**config.mk**
```make
export PLATFORM = sky130hd
export DESIGN_NAME = controlador_multiplexor_display
export DESIGN_NICKNAME = d
export VERILOG_FILES = /design/src/rtl/controlador_multiplexor_display.sv
export SDC_FILE = /design/constraint.sdc
export NUM_CORES = 1
export LEC_CHECK = 0
export ABC_AREA = 1
export CORE_ASPECT_RATIO = 1.2
export CORE_UTILIZATION = 48
export CTS_CLUSTER_SIZE = 10
export DETAILED_ROUTE_END_ITERATION = 8
export PLACE_DENSITY = 0.7
export SETUP_SLACK_MARGIN = 0.3
export SLEW_MARGIN = 25
export SYNTH_ARGS = -nofsm -noshare
export SYNTH_HDL_FRONTEND = slang
export SYNTH_SLANG_ARGS = --single-unit
```
**constraint.sdc**
```tcl
create_clock -name clk -period 5.2 [get_ports clk]
set_input_delay 1.04 -clock clk [delete_from_list [all_inputs] [get_ports clk]]
set_output_delay 1.04 -clock clk [all_outputs]
set_load 0.01 [all_outputs]
```
**src/rtl/controlador_multiplexor_display.sv**
```systemverilog
// controlador_multiplexor_display
//
// This module scans NUM_DIG common-anode digits so that they can share one
// binary-to-hex seven-segment decoder. Each digit slot lasts DIV cycles. The
// first GUARD cycles of a slot are blanked to prevent ghosting, and the digit
// is lit for the remaining cycles.
//
// New values enter through a double buffer. A value loaded with 'cargar' is
// held in a shadow register. It is copied to the display register only at a
// frame boundary, or at any cycle while the scan is idle, so the display
// never tears.
//
// Parameters:
//   NUM_DIG  number of digits; digit NUM_DIG-1 is the most significant
//   DIV      cycles per digit slot (>= 2)
//   GUARD    blanked cycles at the start of each slot (0..DIV-1)
//
// Ports:
//   clk        system clock
//   rst        synchronous, active-high reset
//   habilitar  scan enable
//   dato       value to display; nibble k drives digit k
//   cargar     one-cycle strobe that captures dato
//   nibble     digit code for the shared decoder (registered)
//   an         anode enables, active-low (registered)
//   listo      one-cycle pulse; the edge that raises it also commits the new
//              display value
//   fin_trama  one-cycle pulse registered off the last cycle of digit
//              NUM_DIG-1; it coincides with a commit-driven listo
//
// Optional feature:
//   SUPRIMIR_CEROS_EN  when defined, leading-zero digits (k > 0) stay dark
//                      during their lit phase; digit 0 is always lit.

module controlador_multiplexor_display #(
    parameter int unsigned NUM_DIG = 4,
    parameter int unsigned DIV     = 50000,
    parameter int unsigned GUARD   = 16
) (
    input  logic                   clk,
    input  logic                   rst,
    input  logic                   habilitar,
    input  logic [4*NUM_DIG-1:0]   dato,
    input  logic                   cargar,
    output logic [3:0]             nibble,
    output logic [NUM_DIG-1:0]     an,
    output logic                   listo,
    output logic                   fin_trama
);

    localparam int unsigned CW = (DIV > 1) ? $clog2(DIV) : 1;
    localparam int unsigned IW = (NUM_DIG > 1) ? $clog2(NUM_DIG) : 1;

    localparam logic [CW-1:0] CNT_MAX   = CW'(DIV - 1);
    localparam logic [CW-1:0] GUARD_FIN = (GUARD == 0) ? '0 : CW'(GUARD - 1);
    localparam logic [IW-1:0] IDX_MAX   = IW'(NUM_DIG - 1);

    typedef enum logic [1:0] {
        REPOSO = 2'd0,
        GUARDA = 2'd1,
        ACTIVO = 2'd2
    } estado_t;

    estado_t               r_estado, w_estado_sig;
    logic [CW-1:0]         r_cnt, w_cnt_sig;
    logic [IW-1:0]         r_idx, w_idx_sig;
    logic [4*NUM_DIG-1:0]  r_sombra, w_sombra_sig;
    logic [4*NUM_DIG-1:0]  r_pantalla, w_pantalla_sig;
    logic                  r_pendiente, w_pendiente_sig;
    logic [3:0]            r_nibble, w_nibble_sig;
    logic [NUM_DIG-1:0]    r_an, w_an_sig;
    logic                  r_listo, r_fin_trama;

    logic                  w_ultimo;
    logic                  w_trama;
    logic                  w_ventana;
    logic                  w_commit;

    // Last cycle of the slot, and last cycle of the whole frame.
    always_comb begin
        w_ultimo = (r_cnt == CNT_MAX);
        w_trama  = (r_estado == ACTIVO) && w_ultimo && (r_idx == IDX_MAX);
    end

    // Next state of the scan: slot counter, digit index and phase.
    always_comb begin
        w_estado_sig = r_estado;
        w_cnt_sig    = r_cnt;
        w_idx_sig    = r_idx;

        if (!habilitar) begin
            w_estado_sig = REPOSO;
            w_cnt_sig    = '0;
            w_idx_sig    = '0;
        end else begin
            case (r_estado)
                REPOSO: begin
                    w_cnt_sig    = '0;
                    w_idx_sig    = '0;
                    w_estado_sig = (GUARD == 0) ? ACTIVO : GUARDA;
                end
                GUARDA: begin
                    // The counter runs across the whole slot, so the lit
                    // phase starts counting from GUARD.
                    w_cnt_sig = r_cnt + 1'b1;
                    if (r_cnt == GUARD_FIN) begin
                        w_estado_sig = ACTIVO;
                    end
                end
                ACTIVO: begin
                    if (w_ultimo) begin
                        w_cnt_sig    = '0;
                        w_idx_sig    = (r_idx == IDX_MAX) ? '0 : r_idx + 1'b1;
                        w_estado_sig = (GUARD == 0) ? ACTIVO : GUARDA;
                    end else begin
                        w_cnt_sig = r_cnt + 1'b1;
                    end
                end
                default: begin
                    w_estado_sig = REPOSO;
                    w_cnt_sig    = '0;
                    w_idx_sig    = '0;
                end
            endcase
        end
    end

    // Double buffer. Idle cycles and the frame's last cycle are commit
    // windows. A strobe landing in a window bypasses the shadow register.
    always_comb begin
        w_ventana       = (r_estado == REPOSO) || w_trama;
        w_commit        = w_ventana && (r_pendiente || cargar);
        w_sombra_sig    = cargar ? dato : r_sombra;
        w_pendiente_sig = r_pendiente;
        w_pantalla_sig  = r_pantalla;
        if (w_commit) begin
            w_pendiente_sig = 1'b0;
            w_pantalla_sig  = cargar ? dato : r_sombra;
        end else if (cargar) begin
            w_pendiente_sig = 1'b1;
        end
    end

`ifdef SUPRIMIR_CEROS_EN
    // w_ceros[k] is set when digits NUM_DIG-1 down to k are all zero.
    logic [NUM_DIG-1:0] w_ceros;

    always_comb begin
        logic        acum;
        int unsigned k;
        w_ceros = '0;
        acum    = 1'b1;
        for (int unsigned j = 0; j < NUM_DIG; j++) begin
            k          = NUM_DIG - 1 - j;
            acum       = acum && (w_pantalla_sig[4*k +: 4] == 4'h0);
            w_ceros[k] = acum;
        end
    end
`endif

    // Outputs are decoded from next-state values so that the registered pins
    // stay aligned with the scan state they describe.
    always_comb begin
        w_nibble_sig = w_pantalla_sig[4*w_idx_sig +: 4];
        w_an_sig     = '1;
        if (w_estado_sig == ACTIVO) begin
`ifdef SUPRIMIR_CEROS_EN
            if ((w_idx_sig == '0) || !w_ceros[w_idx_sig]) begin
                w_an_sig[w_idx_sig] = 1'b0;
            end
`else
            w_an_sig[w_idx_sig] = 1'b0;
`endif
        end
    end

    always_ff @(posedge clk) begin
        if (rst) begin
            r_estado    <= REPOSO;
            r_cnt       <= '0;
            r_idx       <= '0;
            r_sombra    <= '0;
            r_pantalla  <= '0;
            r_pendiente <= 1'b0;
            r_nibble    <= '0;
            r_an        <= '1;
            r_listo     <= 1'b0;
            r_fin_trama <= 1'b0;
        end else begin
            r_estado    <= w_estado_sig;
            r_cnt       <= w_cnt_sig;
            r_idx       <= w_idx_sig;
            r_sombra    <= w_sombra_sig;
            r_pantalla  <= w_pantalla_sig;
            r_pendiente <= w_pendiente_sig;
            r_nibble    <= w_nibble_sig;
            r_an        <= w_an_sig;
            r_listo     <= w_commit;
            r_fin_trama <= w_trama;
        end
    end

    assign nibble    = r_nibble;
    assign an        = r_an;
    assign listo     = r_listo;
    assign fin_trama = r_fin_trama;

endmodule

```
; Yosys cells after proc, flatten, opt, wreduce, memory -nomap -nowiden
; Index checks and enable logic that the tools add are counted.
[op_classes]
addsub = 2
eq_ne = 6
n_bitwise = 3
shifts = 1
n_div = 0
reduce_logical = 10
n_lt_le_gt_ge = 2
n_mul = 0
n_mux = 14
[ops]
columns = operator, count
row1 = 16-bit two-way mux, 3
row2 = 16-bit case mux with 2 select lines, 1
row3 = "16-bit by 1-bit adder with 16-bit output, second input constant", 1
row4 = "16-bit equality test, second input constant", 1
row5 = "16-bit by 4-bit equality test with 1-bit output, second input constant", 1
row6 = 16-bit by 5-bit indexed part select with 4-bit output, 1
row7 = 2-bit two-way mux, 6
row8 = "2-bit equality test, second input constant", 3
row9 = 2-bit case mux with 3 select lines, 1
row10 = 2-bit OR reduction, 3
row11 = 1-bit logical AND, 4
row12 = 4-bit inverter, 1
row13 = 2-bit case mux with 2 select lines, 1
row14 = "2-bit by 3-bit < comparator with 1-bit output, second input constant", 1
row15 = "2-bit by 1-bit adder with 2-bit output, second input constant", 1
row16 = 1-bit demux with 2-bit select, 1
row17 = "2-bit by 1-bit equality test with 1-bit output, second input constant", 1
row18 = "2-bit by 1-bit greater-or-equal comparator with 1-bit output, second input constant", 1
row19 = 2-bit zero test, 1
row20 = 1-bit logical OR, 2
row21 = 1-bit inverter, 2
row22 = 1-bit two-way mux, 1
[word_totals]
mem_count = 0
mem_bits_rw = 0
register_bits = 63
out_inout_bits = 10
wordCells = 48
romBits = 0
inputBits = 20
latchBits = 0

; Depth between registers and ports, before layout
; Gate-level depths: netlist of the first run.
[logic_depth]
ltp_word = 10
mapped_depth = 15
depth_no_buf = 15

; Least setup slack after synthesis of the first run
; Ideal clock, no wire load.
[synth_path]
kind = input port to flip-flop
from = input cargar
to = register r_nibble[2] (netlist: nibble[2])
cell_stages = 9
slack_ns = 2.985
setup_time_ns = 0.128
n_path_buf = 2
arrival_ns = 2.088
cell_sequence = buf_2 -> buf_2 -> mux2i_1 -> nand3b_1 -> nand2_1 -> nand3_1 -> nand2_1 -> nor2_1 -> nor2_1
[synth_between]
elab_chain_cells = 4
[synth_lines]
columns = element, line_no
row1 = "start, declared", 44  ; input logic cargar,
row2 = 1-bit logical OR, 132  ; w_commit = w_ventana && (r_pendiente || cargar);
row3 = 1-bit logical AND, 132
row4 = 16-bit two-way mux *, 136  ; if (w_commit) begin
row5 = 16-bit by 5-bit indexed part select with 4-bit output *, 164  ; w_nibble_sig = w_pantalla_sig[4*w_idx_sig +: 4];
row6 = "end signal, assigned", 196  ; r_nibble <= w_nibble_sig;
row7 = "end, declared", 70  ; logic [3:0] r_nibble, w_nibble_sig;
; Mark *: on every way between the ends. The rest lies on a longest branch, timed or not.
; A chain may end at the register's enable or synchronous reset.

; Final worst setup path of the first run
; Ends and elaborated chain as after synthesis.

==> results.md, run 1 <==
* Type of the worst setup path: in2reg
* PortBufs at 29
* CTS max path bufs at 2
* Initial Util at 0.509
* Drt first pass iters at 6
* Clock Latency Late Sink at 0.34 ns
* First-pass GRT wire length at roughly 9300 um
* Vias at roughly 2,200
* Total grt overflow at 0
* Status: finished with violations
* Net Count, Synth at 375
* IO Pins at 30
* Worst Path Max Fanout at 18
* Critical Path End Type: flop
* Crit path launch type: primary input
* Sequential element share of the synthesized area at 0.459
* Power share of the clock group at 0.447
* Hold crit path type: reg2reg
* Synth area leader: dfxtp_1
* Leak at 1.43 nW
* Minimum clock period at 2.99 ns
* Share of layout cells above drive strength 1 at 0.109
* Max Fclk at 334 MHz
* Count of final hold-check violations at 0
* CP arrival at about 3.2 ns
* Vias in the first global route at between 2,000 and 2,500
* Critical path's top delay family: buffers and inverters
* Critical path's slowest cell: clkdlybuf4s50_1
* Antenna violations before repair at 0
* YS warnings at 0
* # setup viols final at 0
* Worst VDD drop at 0.000260 V
* Worst Skew at approximately 0.0054 ns
* P_sw at 0.235 mW
* Via/cell ratio at about 4.9
* CTS Hold Bufs at 0
* Max-Cap Viols at 0
* CTS tree: done
* Failing checks: DRC
* Mapped Area at 2750 um2
* Comb pwr share at 0.080
* Sw Ratio at 0.219
* Post-synth top area share at 0.459
* Worst path required time at about 5.4 ns
* Buf+Inv Stages, Crit Path at 3
* Post-route ant nets at 0
* Pwr dens at 326 nW/um2
* #FFs+latches synth at 63
* Die width at 71.1 um
* Gpl congestion at 0.849
* RSZ-0062 raised after global routing: no
* # clock sinks at 63
* Total CTS buffers at 9
* Worst Max-Slew Pin Slew at 0.872 ns
* Cells after Synth at around 350
* Tot GR Track Use at 0.199
* Initial drt markers at 84
* Worst-path clk slew at approximately 0.06 ns
* Distinct cells, synth at 37
* Chip height at 84.9 um
* Sequential share of power at 0.473
* Syn avg cell area at 7.88 um2
* Largest net degree at the start of global routing at 44
* Synth top area cells: dfxtp_1, nand2_1, nor2_1, inv_1, mux2i_1
* Setup TNS at 0 ns
* Die ar. at around 6000 um2
* Diode count at 0
* Post-synth EDFFs at 0
* # rows at 29
* Synthesis-to-finish area growth at 19.4%
* # nets final at 405
* Post-CTS Setup Inserts at 0
* Top_reg_cell synth: dfxtp_1
* DRC at 1
* Core area at 5410 um2
* Resized Gates After CTS at 0
* Final max-slew violation count at 0
* CP peak stage delay at ~1.0 ns
* CP cell instances: clkdlybuf4s50_1, inv_1, or2_2, o21ai_0, inv_1, nand3_1, nand2_1, nand3_1, nand2_1, nor2_1, nor2_1
* Routed len/inst at 11.9 um
* Tcrit/Tclk final at 0.575
* H-tree depth at 3
* Hpwl dp at 3720 um
* Final worst slack at 2.21 ns
* Fill cells at 503
* Root Driver: clkbuf_8
* Internal Power at 0.835 mW
* Slew Limit Headroom at 0.417
* Dpl ws at ~1.8 ns
* Routed wire length at 5310 um
* Async SR Flop Fraction at 0
-- final cells by class --
class | count | area, um2 | area share
repair buffers | 30 | 298 | 0.0907
flip-flops and latches | 63 | 1260 | 0.384
clock buffers | 13 | 159 | 0.0484
well taps | 62 | 77.6 | 0.0236
multi-input cells | 236 | 1280 | 0.389
clock inverters | 3 | 65.1 | 0.0198
inverters | 39 | 146 | 0.0446
-- layer usage --
metal  share of wire  wire (um)  up-vias  track usage
li1                -          -     1166            -
met1            0.45       2380      959        0.228
met2            0.50       2640       33        0.341
met3           0.026        139       13       0.0428
met4           0.028        147        0        0.118
met5               0          0        -            0
-- power by group through the flow --
stage               Combinational, mW  Sequential (mW)  Clock (mW)
global route                   0.0959            0.507       0.511
global placement               0.0847            0.516           0
finish                         0.0854            0.506       0.478
detailed placement             0.0858            0.516           0
CTS                            0.0864            0.506       0.487
floorplan                      0.0568            0.516           0
-- metrics by stage --
| stage | total power, mW | instances | hold WS, ns | cell area [um2] | util |
|---|---|---|---|---|---|
| floorplan | 0.573 | 349 | 0.413 | 2750 | - |
| global placement | 0.600 | 430 | 0.424 | 3060 | 0.566 |
| detailed placement | 0.602 | 430 | 0.432 | 3060 | 0.566 |
| CTS | 1.08 | 446 | 0.442 | 3280 | 0.607 |
| global route | 1.11 | 446 | 0.466 | 3280 | 0.607 |
| finish | 1.07 | 446 | 0.435 | 3280 | 0.607 |
-- sequential cells by signal, indices dropped and copies added (netlist names) --
signal	flops
r_cnt	16
r_pantalla	16
r_sombra	16
an	4
nibble	4
r_estado	2
r_idx	2
fin_trama	1
listo	1
r_pendiente	1
-- final timing paths --
path	depth (start not counted)	slack [ns]	end	startpoint
setup / recovery	11	2.21	nibble[2]	cargar
hold / removal	1	0.43	r_cnt[0]	r_cnt[0]
setup reg to reg	13	3.18	nibble[2]	r_cnt[0]
hold reg to reg	1	0.43	r_cnt[0]	r_cnt[0]
-- kinds of logic (layout without fill, tap and decap cells) --
logic type | Yosys count | count (layout) | synth area share
and+or+nand+nor | 180 | 180 | 0.307
DFF | 63 | 63 | 0.459
buffers and inverters | 50 | 85 | 0.0773
AOI/OAI and AO/OA | 32 | 32 | 0.0673
muxes | 12 | 12 | 0.0437
adders and majority gates | 6 | 6 | 0.0273
xor gates and xnor gates | 6 | 6 | 0.0191
-- Yosys cell counts, drive strengths merged (4+ instances only) --
master,count
buf,5
ha,6
nand2,71
nand3b,4
dfxtp,63
nand3,24
or2,4
inv,38
nor3,5
nor2,65
clkbuf,6
mux2i,12
a21oi,12
o21ai,17
-- worst register-to-register path, stage by stage, from the launching register on --
cell	delay, ns
dfxtp_1	0.34
ha_1	0.20
nand3_2	0.14
nor2_4	0.20
nand2_1	0.09
nor2_1	0.14
nand2_1	0.06
nand2_1	0.10
nand2_2	0.16
nor2_2	0.25
nand2_1	0.09
nand2_1	0.08
nor2_1	0.05
nor2_1	0.07
-- cells in the final DEF, fill, tap and decap left out, drive strengths merged, types with 2 or more instances in the layout --
cell / netlist / final
nand2: 71 / 71
a21oi: 12 / 12
nor2: 65 / 65
clkdlybuf4s50: 0 / 29
or2: 4 / 4
nand4: 3 / 3
inv: 38 / 38
xnor2: 3 / 3
nand3: 24 / 24
clkinv: 1 / 2
nor3b: 2 / 2
clkbuf: 6 / 13
o21ai: 17 / 17
nand3b: 4 / 4
ha: 6 / 6
xor2: 3 / 3
mux2i: 12 / 12
bufinv: 0 / 2
dfxtp: 63 / 63
nor3: 5 / 5
Power figures use the tool's default switching activity.
==> run 2, diff against run 1 <==
==> constraint.sdc (replaced) <==
create_clock -name clk -period 3.1 [get_ports clk]
set_input_delay 0.62 -clock clk [delete_from_list [all_inputs] [get_ports clk]]
set_output_delay 0.62 -clock clk [all_outputs]
set_load 0.01 [all_outputs]
==> results.md, run 2 (synthesis gave the netlist of run 1 again) <==
* CP arrival at approximately 2.3 ns
* Routed wire length at around 5200 um
* Dpl ws at 0.723 ns
* Tcrit/Tclk final at 0.660
* Slew Limit Headroom at 0.717
* CTS max path bufs at 2
* Tot GR Track Use at 0.196
* Commonest cells after routing, fill and taps aside: nand2_1, dfxtp_1, nor2_1, inv_1, clkdlybuf4s50_1
* PortBufs at 29
* Multi-input logic area at 1280 um2
* Max-Cap Viols at 0
* Final max-slew violation count at 0
* Crit path launch type: primary input
* Die width at 71.1 um
* Initial Util at 0.509
* Worst hold endpoint: r_cnt[0]
* Pwr dens at slightly above 500 nW/um2
* Critical R2R Capture: nibble[2]
* Total CTS buffers at 9
* Largest regs: r_cnt: 16 flops, r_pantalla: 16 flops, r_sombra: 16 flops
* Leading cell type in the layout, fill and taps excluded: nand2_1
* Worst hold path startpoint: r_cnt[0]
* Antenna violations before repair at 0
* Initial drt markers at 66
* Root Driver: clkbuf_8
* Total grt overflow at 0
* Type of the worst setup path: in2reg
* Leak at 1.42 nW
* Die ar. at 6040 um2
* Routed len/inst at ~12 um
* # setup viols final at 0
* H-tree depth at 3
* Fill cells at 494
* Critical Path End Type: flop
* Vias in the first global route at 2,162
* Chip height at 84.9 um
* Share of layout cells above drive strength 1 at 0.112
* CTS tree: done
* IO Pins at 30
* DRC at 1
* Largest net degree at the start of global routing at 42
* Synthesis-to-finish area growth at 18.2%
* Clock Latency Late Sink at 0.34 ns
* Final worst slack at 1.05 ns
* Worst-path clk slew at 0.07 ns
* Setup TNS at 0 ns
* Failing checks: DRC
* Resized Gates After CTS at 0
* Register-to-register setup slack at 1.09 ns
* Count of final hold-check violations at 0
* # rows at 29
* Minimum clock period at between 2 and 2.5 ns
* Max Fclk at 489 MHz
* CTS Hold Bufs at 0
* Post-route ant nets at 0
* # nets final at 406
* Worst Path Max Fanout at 13
* Status: finished with violations
* RSZ-0062 raised after global routing: no
* Worst Max-Slew Pin Slew at 0.425 ns
* Worst path required time at 3.32 ns
* Gpl congestion at 0.791
* # clock sinks at 63
* RR Startpoint: r_cnt[0]
* Post-CTS Setup Inserts at 0
* Sequential cell area at 1260 um2
* Drt first pass iters at 6
* Hpwl dp at about 3800 um
* Hold Path Depth at 1
* Worst VDD drop at 0.000379 V
* Via/cell ratio at 4.98
* Diode count at 0
* First-pass GRT wire length at 9130 um
* Hold crit path type: reg2reg
* Worst Skew at 0.00771 ns
* Core area at between 5000 and 6000 um2
* Vias at 2,215
* Worst r2r path cells at 13
[run 2: worst max path at each step]
stage | slack [ns] | cells past startpoint | endpoint | start
after floorplan | 1.30 | 9 | nibble[2] | cargar
after global placement | 0.75 | 11 | nibble[0] | cargar
after detailed placement | 0.72 | 11 | nibble[0] | cargar
after CTS | 1.06 | 9 | nibble[3] | cargar
after global routing | 0.83 | 13 | nibble[2] | r_cnt[0]
final | 1.05 | 9 | nibble[3] | cargar
[run 2: through the flow]
stage / instances / total power, mW / area (um2) / utilization / hold WS [ns]
after detailed placement: 431 / 1.01 / 3070 / 0.567 / 0.445
after global placement: 431 / 1.01 / 3070 / 0.567 / 0.426
final: 445 / 1.67 / 3250 / 0.601 / 0.453
after global routing: 445 / 1.75 / 3250 / 0.601 / 0.490
after floorplan: 349 / 0.961 / 2750 / - / 0.413
after CTS: 445 / 1.70 / 3250 / 0.601 / 0.455
[run 2: power breakdown]
group	internal (mW)	switching (mW)	total, mW
Sequential	0.839	0.00840	0.848
Clock	0.381	0.298	0.679
Combinational	0.0653	0.0774	0.143
[run 2: layout make-up]
| type | count | share of cell area |
|---|---|---|
| Clock buffer | 10 | 0.0423 |
| Sequential cell | 63 | 0.388 |
| Tap cell | 62 | 0.0239 |
| Inverter | 39 | 0.0450 |
| Multi-Input combinational cell | 236 | 0.392 |
| Timing Repair Buffer | 31 | 0.0939 |
| Clock inverter | 4 | 0.0146 |
[run 2: worst max-delay path, cell delays in order]
cell and delay [ns]:
clkdlybuf4s50_1 0.61, buf_4 0.29, mux2i_1 0.25, nand3b_1 0.16
nand2_1 0.07, nand3_1 0.08, nand2_1 0.06, nor2_1 0.09
nor2_1 0.04
[run 2: per-layer routing]
| layer | global-route usage | wire length [um] | vias up |
|---|---|---|---|
| met3 | 0.0487 | 155 | 8 |
| li1 | - | - | 1164 |
| met1 | 0.217 | 2310 | 1009 |
| met5 | 0 | 0 | - |
| met4 | 0.0927 | 102 | 0 |
| met2 | 0.350 | 2660 | 34 |
